`src/rtl/instruction_loader_pkg.sv`:
```
// Shared types and constants for the instruction loader: state encoding,
// byte-lane geometry and the default HALT word.
package instruction_loader_pkg;

   localparam int unsigned BYTE_LANES = 4;
   localparam int unsigned BYTE_W     = 8;
   localparam int unsigned INST_W     = BYTE_LANES * BYTE_W;
   localparam int unsigned BYTE_CNT_W = $clog2(BYTE_LANES);

   localparam logic [INST_W-1:0] HALT_INSTRUCTION_DEFAULT = 32'hFFFF_FFFF;

   typedef enum logic [2:0] {
      ST_IDLE  = 3'd0,
      ST_RECV  = 3'd1,
      ST_DONE  = 3'd2,
      ST_ERROR = 3'd3,
      ST_CHECK = 3'd4
   } state_e;

endpackage

```
`src/rtl/loader_word_assembler.sv`:
```
// Packs accepted bytes little-endian into a 32-bit word; flags the cycle in
// which the fourth byte arrives and presents the completed word combinationally.
module loader_word_assembler
   import instruction_loader_pkg::*;
(
   input  logic              i_clk,
   input  logic              i_reset,
   input  logic              i_clear,
   input  logic              i_accept,
   input  logic [BYTE_W-1:0] i_byte,
   output logic              o_word_ready_c,
   output logic [INST_W-1:0] o_word_c
);

   logic [BYTE_CNT_W-1:0] byte_cnt_q, byte_cnt_d;
   logic [INST_W-1:0]     lanes_q, lanes_d;

   // Merge the incoming byte into its lane so the full word is usable this cycle.
   always_comb begin
      lanes_d        = lanes_q;
      byte_cnt_d     = byte_cnt_q;
      o_word_c       = lanes_q;
      o_word_c[32'(byte_cnt_q) * BYTE_W +: BYTE_W] = i_byte;
      o_word_ready_c = i_accept && (byte_cnt_q == BYTE_CNT_W'(BYTE_LANES - 1));
      if (i_clear) begin
         lanes_d    = '0;
         byte_cnt_d = '0;
      end else if (i_accept) begin
         lanes_d    = o_word_c;
         byte_cnt_d = byte_cnt_q + BYTE_CNT_W'(1);
      end
   end

   always_ff @(posedge i_clk) begin
      if (i_reset) begin
         lanes_q    <= '0;
         byte_cnt_q <= '0;
      end else begin
         lanes_q    <= lanes_d;
         byte_cnt_q <= byte_cnt_d;
      end
   end

endmodule

```
`src/rtl/instruction_loader.sv`:
```
// Instruction-memory writer: assembles UART bytes into words and writes them
// at incrementing byte addresses until HALT. Optional LOADER_CHECKSUM_EN adds
// a trailing XOR checksum byte verified after the HALT write.
module instruction_loader
   import instruction_loader_pkg::*;
#(
   parameter int unsigned       INST_MEM_ADDR_WIDTH = 9,
   parameter logic [INST_W-1:0] HALT_INSTRUCTION    = HALT_INSTRUCTION_DEFAULT
) (
   input  logic                           i_clk,
   input  logic                           i_reset,
   input  logic                           i_start,
   input  logic [BYTE_W-1:0]              i_rx_data,
   input  logic                           i_rx_valid,
   output logic                           o_write_instruction_flag,
   output logic [INST_W-1:0]              o_instruction_to_write,
   output logic [INST_MEM_ADDR_WIDTH-1:0] o_address_to_write_inst,
   output logic                           o_loading,
   output logic                           o_done,
   output logic                           o_error
);

   localparam logic [INST_MEM_ADDR_WIDTH-1:0] ADDR_STEP = INST_MEM_ADDR_WIDTH'(BYTE_LANES);
   localparam logic [INST_MEM_ADDR_WIDTH-1:0] LAST_ADDR = ~INST_MEM_ADDR_WIDTH'(BYTE_LANES - 1);

   state_e                           state_q;
   logic [INST_MEM_ADDR_WIDTH-1:0]   addr_q;
   logic [INST_MEM_ADDR_WIDTH-1:0]   wr_addr_q;
   logic [INST_W-1:0]                inst_q;
   logic                             wr_flag_q;
   logic                             loading_q;
   logic                             done_q;
   logic                             error_q;
`ifdef LOADER_CHECKSUM_EN
   logic [BYTE_W-1:0]                chk_q;
`endif

   logic              accept_c;
   logic              clear_c;
   logic              word_ready_c;
   logic [INST_W-1:0] word_c;

   assign accept_c = (state_q == ST_RECV) && i_rx_valid;
   assign clear_c  = i_start && ((state_q == ST_IDLE) || (state_q == ST_DONE) ||
                                 (state_q == ST_ERROR));

   loader_word_assembler u_asm (
      .i_clk          (i_clk),
      .i_reset        (i_reset),
      .i_clear        (clear_c),
      .i_accept       (accept_c),
      .i_byte         (i_rx_data),
      .o_word_ready_c (word_ready_c),
      .o_word_c       (word_c)
   );

   always_ff @(posedge i_clk) begin
      if (i_reset) begin
         state_q   <= ST_IDLE;
         addr_q    <= '0;
         wr_addr_q <= '0;
         inst_q    <= '0;
         wr_flag_q <= 1'b0;
         loading_q <= 1'b0;
         done_q    <= 1'b0;
         error_q   <= 1'b0;
`ifdef LOADER_CHECKSUM_EN
         chk_q     <= '0;
`endif
      end else begin
         wr_flag_q <= 1'b0;
         case (state_q)
            ST_IDLE, ST_DONE, ST_ERROR: begin
               if (i_start) begin
                  state_q   <= ST_RECV;
                  addr_q    <= '0;
                  loading_q <= 1'b1;
                  done_q    <= 1'b0;
                  error_q   <= 1'b0;
`ifdef LOADER_CHECKSUM_EN
                  chk_q     <= '0;
`endif
               end
            end
            ST_RECV: begin
`ifdef LOADER_CHECKSUM_EN
               if (accept_c) chk_q <= chk_q ^ i_rx_data;
`endif
               if (word_ready_c) begin
                  wr_flag_q <= 1'b1;
                  inst_q    <= word_c;
                  wr_addr_q <= addr_q;
                  addr_q    <= addr_q + ADDR_STEP;
                  // HALT wins over overflow when it lands in the last slot.
                  if (word_c == HALT_INSTRUCTION) begin
`ifdef LOADER_CHECKSUM_EN
                     state_q   <= ST_CHECK;
`else
                     state_q   <= ST_DONE;
                     loading_q <= 1'b0;
                     done_q    <= 1'b1;
`endif
                  end else if (addr_q == LAST_ADDR) begin
                     state_q   <= ST_ERROR;
                     loading_q <= 1'b0;
                     error_q   <= 1'b1;
                  end
               end
            end
`ifdef LOADER_CHECKSUM_EN
            ST_CHECK: begin
               if (i_rx_valid) begin
                  loading_q <= 1'b0;
                  if (i_rx_data == chk_q) begin
                     state_q <= ST_DONE;
                     done_q  <= 1'b1;
                  end else begin
                     state_q <= ST_ERROR;
                     error_q <= 1'b1;
                  end
               end
            end
`endif
            default: state_q <= ST_IDLE;
         endcase
      end
   end

   assign o_write_instruction_flag = wr_flag_q;
   assign o_instruction_to_write   = inst_q;
   assign o_address_to_write_inst  = wr_addr_q;
   assign o_loading                = loading_q;
   assign o_done                   = done_q;
   assign o_error                  = error_q;

endmodule

```
`config.mk`:
```
export PLATFORM = sky130hd
export DESIGN_NAME = instruction_loader
export DESIGN_NICKNAME = d
export VERILOG_FILES = /design/src/rtl/instruction_loader_pkg.sv /design/src/rtl/loader_word_assembler.sv /design/src/rtl/instruction_loader.sv
export SDC_FILE = /design/constraint.sdc
export NUM_CORES = 1
export LEC_CHECK = 0
export CORE_AREA = 2 2 87 89
export DETAILED_ROUTE_END_ITERATION = 8
export DIE_AREA = 0 0 89 91
export PLACE_DENSITY = 0.77
export SLEW_MARGIN = 20
export SYNTH_ARGS = -nofsm -noshare
export SYNTH_HDL_FRONTEND = slang
export SYNTH_SLANG_ARGS = --single-unit
```
`constraint.sdc`:
```
create_clock -name i_clk -period 3 [get_ports i_clk]
set_input_delay 0.3 -clock i_clk [delete_from_list [all_inputs] [get_ports i_clk]]
set_output_delay 0.3 -clock i_clk [all_outputs]
set_load 0.01 [all_outputs]
```
Yosys cells after proc, flatten, opt, wreduce, memory -nomap -nowiden
Index checks and enable logic that the tools add are counted.
- word-level logic and storage cells: 67
- register bits: 91
- input bits: 12
- output and inout bits: 45
- reduce and logical (&&, ||, !) cells: 16
- equal/unequal tests: 12
- add/subtract/negate cells: 3
- mux-type cells: 23
- bitwise operators: 1
- shift operators: 2
- operators by type and width (operator ; number):
    negator 5 -> 34 bit ; 1
    variable shift 8 x 34 -> 32 bit, first input constant ; 1
    indexed part select 8 x 34 -> 32 bit ; 1
    bitwise mux 32 bit ; 1
    equality test 32 bit, second input constant ; 1
    2-to-1 mux 9 bit ; 2
    case mux 9 bit (2 select lines) ; 1
    2-to-1 mux 3 bit ; 4
    2-to-1 mux 1 bit ; 11
    adder 9 x 3 -> 9 bit, second input constant ; 1
    equality test 9 bit, second input constant ; 1
    AND reduction 4 bit ; 2
    equality test 3 x 2 -> 1 bit, second input constant ; 2
    inequality test 2 x 1 -> 1 bit, second input constant ; 3
    case mux 1 bit (2 select lines) ; 3
    case mux 3 bit (2 select lines) ; 1
    AND reduction 3 bit ; 2
    AND reduction 5 bit ; 1
    inequality test 2 bit, second input constant ; 2
    OR reduction 2 bit ; 2
    equality test 3 x 1 -> 1 bit, second input constant ; 1
    logical AND 1 bit ; 3
    logical NOT 3 bit ; 1
    inequality test 3 x 1 -> 1 bit, second input constant ; 1
    7 further kinds ; 8

Logic depth before layout (Yosys ltp)
- word-level depth: 7
- mapped depth: 10
- mapped depth without buffers: 8

Cells and area by module
A second synthesis with hierarchy kept.
- cell total of the unflattened synthesis: 432
- area, all modules: 3756.1 sq um
- modules (own cells, without submodules) (module ; cells an instance ; instances ; area each (sq um) ; sequential area each (sq um)):
    instruction_loader ; 253 ; 1 ; 1995.7 ; 1041.0
    loader_word_assembler ; 179 ; 1 ; 1760.4 ; 680.7

Worst setup path after synthesis
No wires, ideal clock.
- path type: register to register
- start: register u_asm.byte_cnt_q[0]
- end: register state_q[1]
- arrival: 2263 ps
- library setup time: 59 ps
- stages on the path, launching flop included: 10
- data required time: 2941 ps
- setup slack: 678 ps
- cells stage by stage: dfxtp_1 -> buf_6 -> inv_1 -> ha_1 -> nor3b_1 -> nand4_1 -> a2111oi_4 -> nand4_2 -> nor4_4 -> a221o_1
- cells in the longest elaborated chain, start to end: 7
- elaborated cells between the ends (all ways): 13
- those cells by class: add/sub (1); eq/ne (4); shift (2); mux (4); reduce/logical (2)
- RTL lines (element ; RTL line ; text):
    start, declared ; loader_word_assembler.sv:15 ; logic [BYTE_CNT_W-1:0] byte_cnt_q, byte_cnt_d;
    start signal, assigned ; loader_word_assembler.sv:40 ; byte_cnt_q <= byte_cnt_d;
    negator 5 -> 34 bit ; loader_word_assembler.sv:23 ; o_word_c[32'(byte_cnt_q) * BYTE_W +: BYTE_W] = i_byte;
    indexed part select 8 x 34 -> 32 bit / variable shift 8 x 34 -> 32 bit (equally long branches) ; loader_word_assembler.sv:23 ;
    bitwise mux 32 bit ; loader_word_assembler.sv:23 ;
    equality test 32 bit ; instruction_loader.sv:95 ; if (word_c == HALT_INSTRUCTION) begin
    2-to-1 mux 3 bit ; instruction_loader.sv:95 ;
    2-to-1 mux 3 bit ; instruction_loader.sv:89 ; if (word_ready_c) begin
    case mux 3 bit (2 select lines) ; instruction_loader.sv:72 ; case (state_q)
    end signal, assigned ; instruction_loader.sv:75 ; state_q <= ST_RECV;
    end signal, assigned ; instruction_loader.sv:99 ; state_q <= ST_DONE;
    end signal, assigned ; instruction_loader.sv:104 ; state_q <= ST_ERROR;
    end, declared ; instruction_loader.sv:26 ; state_e state_q;
Several ways; a longest one is shown, not always the timed one. The select of a mux whose other input is x is not followed.
A chain may end at the register's enable or synchronous reset.

Worst setup path in the final report
Ends and elaborated chain as after synthesis.

==> reports/qor.yml <==
vias_per_cell: 5.68
cts_root_buffer: "sky130_fd_sc_hd__clkbuf_8"
finalClockSkew_ns: 0.00711
htree_num_levels: 3
num_vias: 3248
place_congestion: 0.865
path_max_fanout: 11
detail_route.iter0.violations: 238
worstSkewPairLatency_ns: 0.36
final_min_period_over_clock_period_pct: 90.3
holdCritStartpoint: "o_address_to_write_inst[8]"
grt_setup_unrepaired: "no"
power.leakage_nw: 1.55
tritoncts_clock_tree: "done"
worst_r2r_endpoint: "state_q[1]"
worst_ep_arrival_time_ns: 3.02
synthCells: 427
grt_remaining_overflow: 0
core.rowCount: 31
worst_reg2reg_startpoint: "u_asm.byte_cnt_q[0]"
worst_path_max_delay_cell: "sky130_fd_sc_hd__dfxtp_2"
synth_seq_area_share_pct: 46.5
outcome: "finished clean"
cts_post_setup_buffers_inserted: 0
post_cts_resize_count: 0
count_of_cell_types_in_the_netlist: 51
internal_dissipation_w: 0.00174
core-area_sq_um: 7140
async_reset_ff_share_pct: 0
postRouteWirelength_um: 9080
reg2reg_slack_ns: 0.29
number_of_global_route_vias_before_repair: 3054
timing.critical_path.max_delay_family: "simple AND/OR/NAND/NOR gates"
route.top_layer_used: "met4"
numCtsBuffers: 9
dominantRegCellSynth: "sky130_fd_sc_hd__dfxtp_1"
slew_viol_final: 0
num_antenna_cells: 0
combPwrFrac_pct: 8.0
syn_area_per_cell_sq_um: 8.66
grt.total_usage_pct: 23.5
ys_seq_elements: 86
final.min_clock_period_ns: 2.71
switching_share_pct: 23.6
clockPowerShare_pct: 40.5
yosysWarningCount: 0
startpoint_type: "register"
dr_wl_met3_um: 500
pwr_density_cell_nw_per_um2: 503
crit_chain: "inv_1, ha_1, nor3b_4, a31oi_1, nor4_1, nand4_2, nor4_4, a221o_1"
design.portCount: 57
first_pass_grt_wire_length_um: 14900
drt-wirelength-per-cell_um: 15.9
vdd_ir_drop_max_uv: 425
holdPathStages: 2
criticalPathCategory: "reg -> reg"
die_h_um: 91
worst_setup_path_end_kind: "register"
grt_max_degree: 47
synth_enable_flop_cells: 0
nNetsFinal: 487
antenna_violating_nets_post_route: 0
drive_gt1_share_pct: 8.25
worst_r2r_path_depth: 8
clock_sink_count: 86
number_of_buffers_and_inverters_on_the_critical_path: 1
die_w_um: 89
power.total_w: 0.00228
finish.utilization_pct: 63.5
design.die.area_sq_um: 8100
met2_length_um: 4160
synthesis.area_sq_um: 3700
setup_total_negative_slack_ns: 0
min-delay-path-class: "reg -> reg"
drt_pre_antenna_iters: 4
detail_route.drc_violations: 0
cts_max_path_buffers: 2
timing.critical_path.slowest_cell_delay_ns: 0.47
initial_antenna_violation_count: 0
dp_hpwl_um: 6180
power.switching_w: 0.000537
seq_power_share_pct: 51.5
area_growth_syn_to_layout_pct: 22.5
finalSetupViolCount: 0
cts_hold_buf: 0
fmax_mhz: 369
hold_path_end: "o_address_to_write_inst[8]"
initial_core_util_pct: 51.8
final_hold_viol_count: 0
clkTransAtPathRegs_ns: 0.08
max_cap_violations: 0
met1Wirelength_um: 4180
crit_required_ns: 3.31
port_buffers: 54
## cell type report
class | count | area (sq um)
Sequential cell | 86 | 1720
Clock buffer | 11 | 151
Fill cell | 655 | 2610
Clock inverter | 5 | 81.3
Tap cell | 99 | 124
Multi-Input combinational cell | 302 | 1810
Inverter | 4 | 15.0
Timing Repair Buffer | 65 | 623
## power groups by stage
stage / combinational, W / sequential [W] / clock [W]
floorplan: 0.000121 / 0.00119 / 0
global placement: 0.000177 / 0.00120 / 0
detailed placement: 0.000181 / 0.00120 / 0
CTS: 0.000182 / 0.00117 / 0.000932
global route: 0.000199 / 0.00117 / 0.000981
finish: 0.000183 / 0.00117 / 0.000923
## worst min-delay path: stages, from the launching register on
cell	delay, ns
sky130_fd_sc_hd__dfxtp_1	0.31
sky130_fd_sc_hd__nand2_1	0.05
sky130_fd_sc_hd__a21oi_1	0.05
## flip-flops by register name, summed over array words and instances (netlist names)
name and flops:
o_error 1, state_q 2, u_asm.byte_cnt_q 2, addr_q 7
o_instruction_to_write 32, u_asm.lanes_q 32, o_address_to_write_inst 7, o_loading 1
o_done 1, o_write_instruction_flag 1
## cell families (layout without fill, tap and decap cells)
kind of cell	after synthesis	count (layout)	synth area share [%]
flops	86	86	46.5
simple gates	175	175	23.7
compound gates	111	111	21.0
other cells	1	2	0.101
mux	1	1	0.271
buf+inv	40	85	4.57
fa+ha+maj	7	7	2.37
xor+xnor	6	6	1.42
## worst max-delay path by stage
| stage | from | endpoint | slack [ns] | depth (start not counted) |
|---|---|---|---|---|
| global placement | u_asm.byte_cnt_q[0] | state_q[1] | 0.32 | 8 |
| finish | u_asm.byte_cnt_q[0] | state_q[1] | 0.29 | 8 |
| detailed placement | u_asm.byte_cnt_q[0] | state_q[1] | 0.16 | 8 |
| floorplan | u_asm.byte_cnt_q[0] | state_q[1] | 0.68 | 9 |
| global route | u_asm.byte_cnt_q[0] | state_q[1] | 0.08 | 8 |
| CTS | u_asm.byte_cnt_q[0] | state_q[1] | 0.13 | 8 |
## placed cells by master (no fill, tap or decap), drive strengths merged, types with 10 or more instances in the layout
cell type	Yosys	layout
clkdlybuf4s50	0	54
clkbuf	28	11
a31oi	10	10
a21oi	38	38
nor2b	15	15
dfxtp	86	86
nand2	49	49
a211oi	38	38
buf	8	11
nor3	11	11
nor2	63	63
## per-layer routing
| metal | track usage (%) | up-vias |
|---|---|---|
| li1 | - | 1595 |
| met1 | 32.8 | 1527 |
| met2 | 35.3 | 106 |
| met3 | 4.00 | 20 |
| met4 | 10.7 | 0 |
| met5 | 0 | - |
## cells in the mapped netlist (2+ instances only)
cell type / count / share of area [%]
sky130_fd_sc_hd__a31oi_1: 9 / 1.5
sky130_fd_sc_hd__a221oi_1: 4 / 0.95
sky130_fd_sc_hd__and3b_1: 2 / 0.47
sky130_fd_sc_hd__nand2_1: 49 / 5.0
sky130_fd_sc_hd__nor2b_1: 15 / 2.5
sky130_fd_sc_hd__and2b_1: 3 / 0.61
sky130_fd_sc_hd__nor2_1: 63 / 6.4
sky130_fd_sc_hd__and3_1: 3 / 0.51
sky130_fd_sc_hd__inv_1: 4 / 0.41
sky130_fd_sc_hd__buf_4: 2 / 0.41
sky130_fd_sc_hd__a22oi_1: 6 / 1.2
sky130_fd_sc_hd__a211oi_1: 38 / 7.7
sky130_fd_sc_hd__clkbuf_1: 28 / 2.8
sky130_fd_sc_hd__buf_2: 3 / 0.41
sky130_fd_sc_hd__nand3b_1: 2 / 0.41
sky130_fd_sc_hd__nor3b_1: 2 / 0.41
sky130_fd_sc_hd__xor2_1: 5 / 1.2
sky130_fd_sc_hd__ha_1: 7 / 2.4
sky130_fd_sc_hd__nor3_1: 11 / 1.5
sky130_fd_sc_hd__dfxtp_1: 86 / 47
sky130_fd_sc_hd__a21oi_1: 38 / 5.1
sky130_fd_sc_hd__and2_1: 4 / 0.68
sky130_fd_sc_hd__nand3_1: 2 / 0.27
sky130_fd_sc_hd__buf_1: 2 / 0.20
sky130_fd_sc_hd__nand4_1: 6 / 1.0
sky130_fd_sc_hd__a32oi_1: 7 / 1.7
sky130_fd_sc_hd__nand2b_1: 2 / 0.34
## metrics by stage
stage	setup slack [ns]	hold slack (ns)	cell area (sq um)	std cells
2_1_floorplan	0.678	0.432	3700	428
3_3_place_gp	0.324	0.441	4300	556
3_5_place_dp	0.156	0.448	4300	556
4_1_cts	0.133	0.460	4530	572
5_1_grt	0.0754	0.476	4530	572
6_report	0.291	0.457	4530	572
Note: power is estimated with default switching activity, not from simulation.
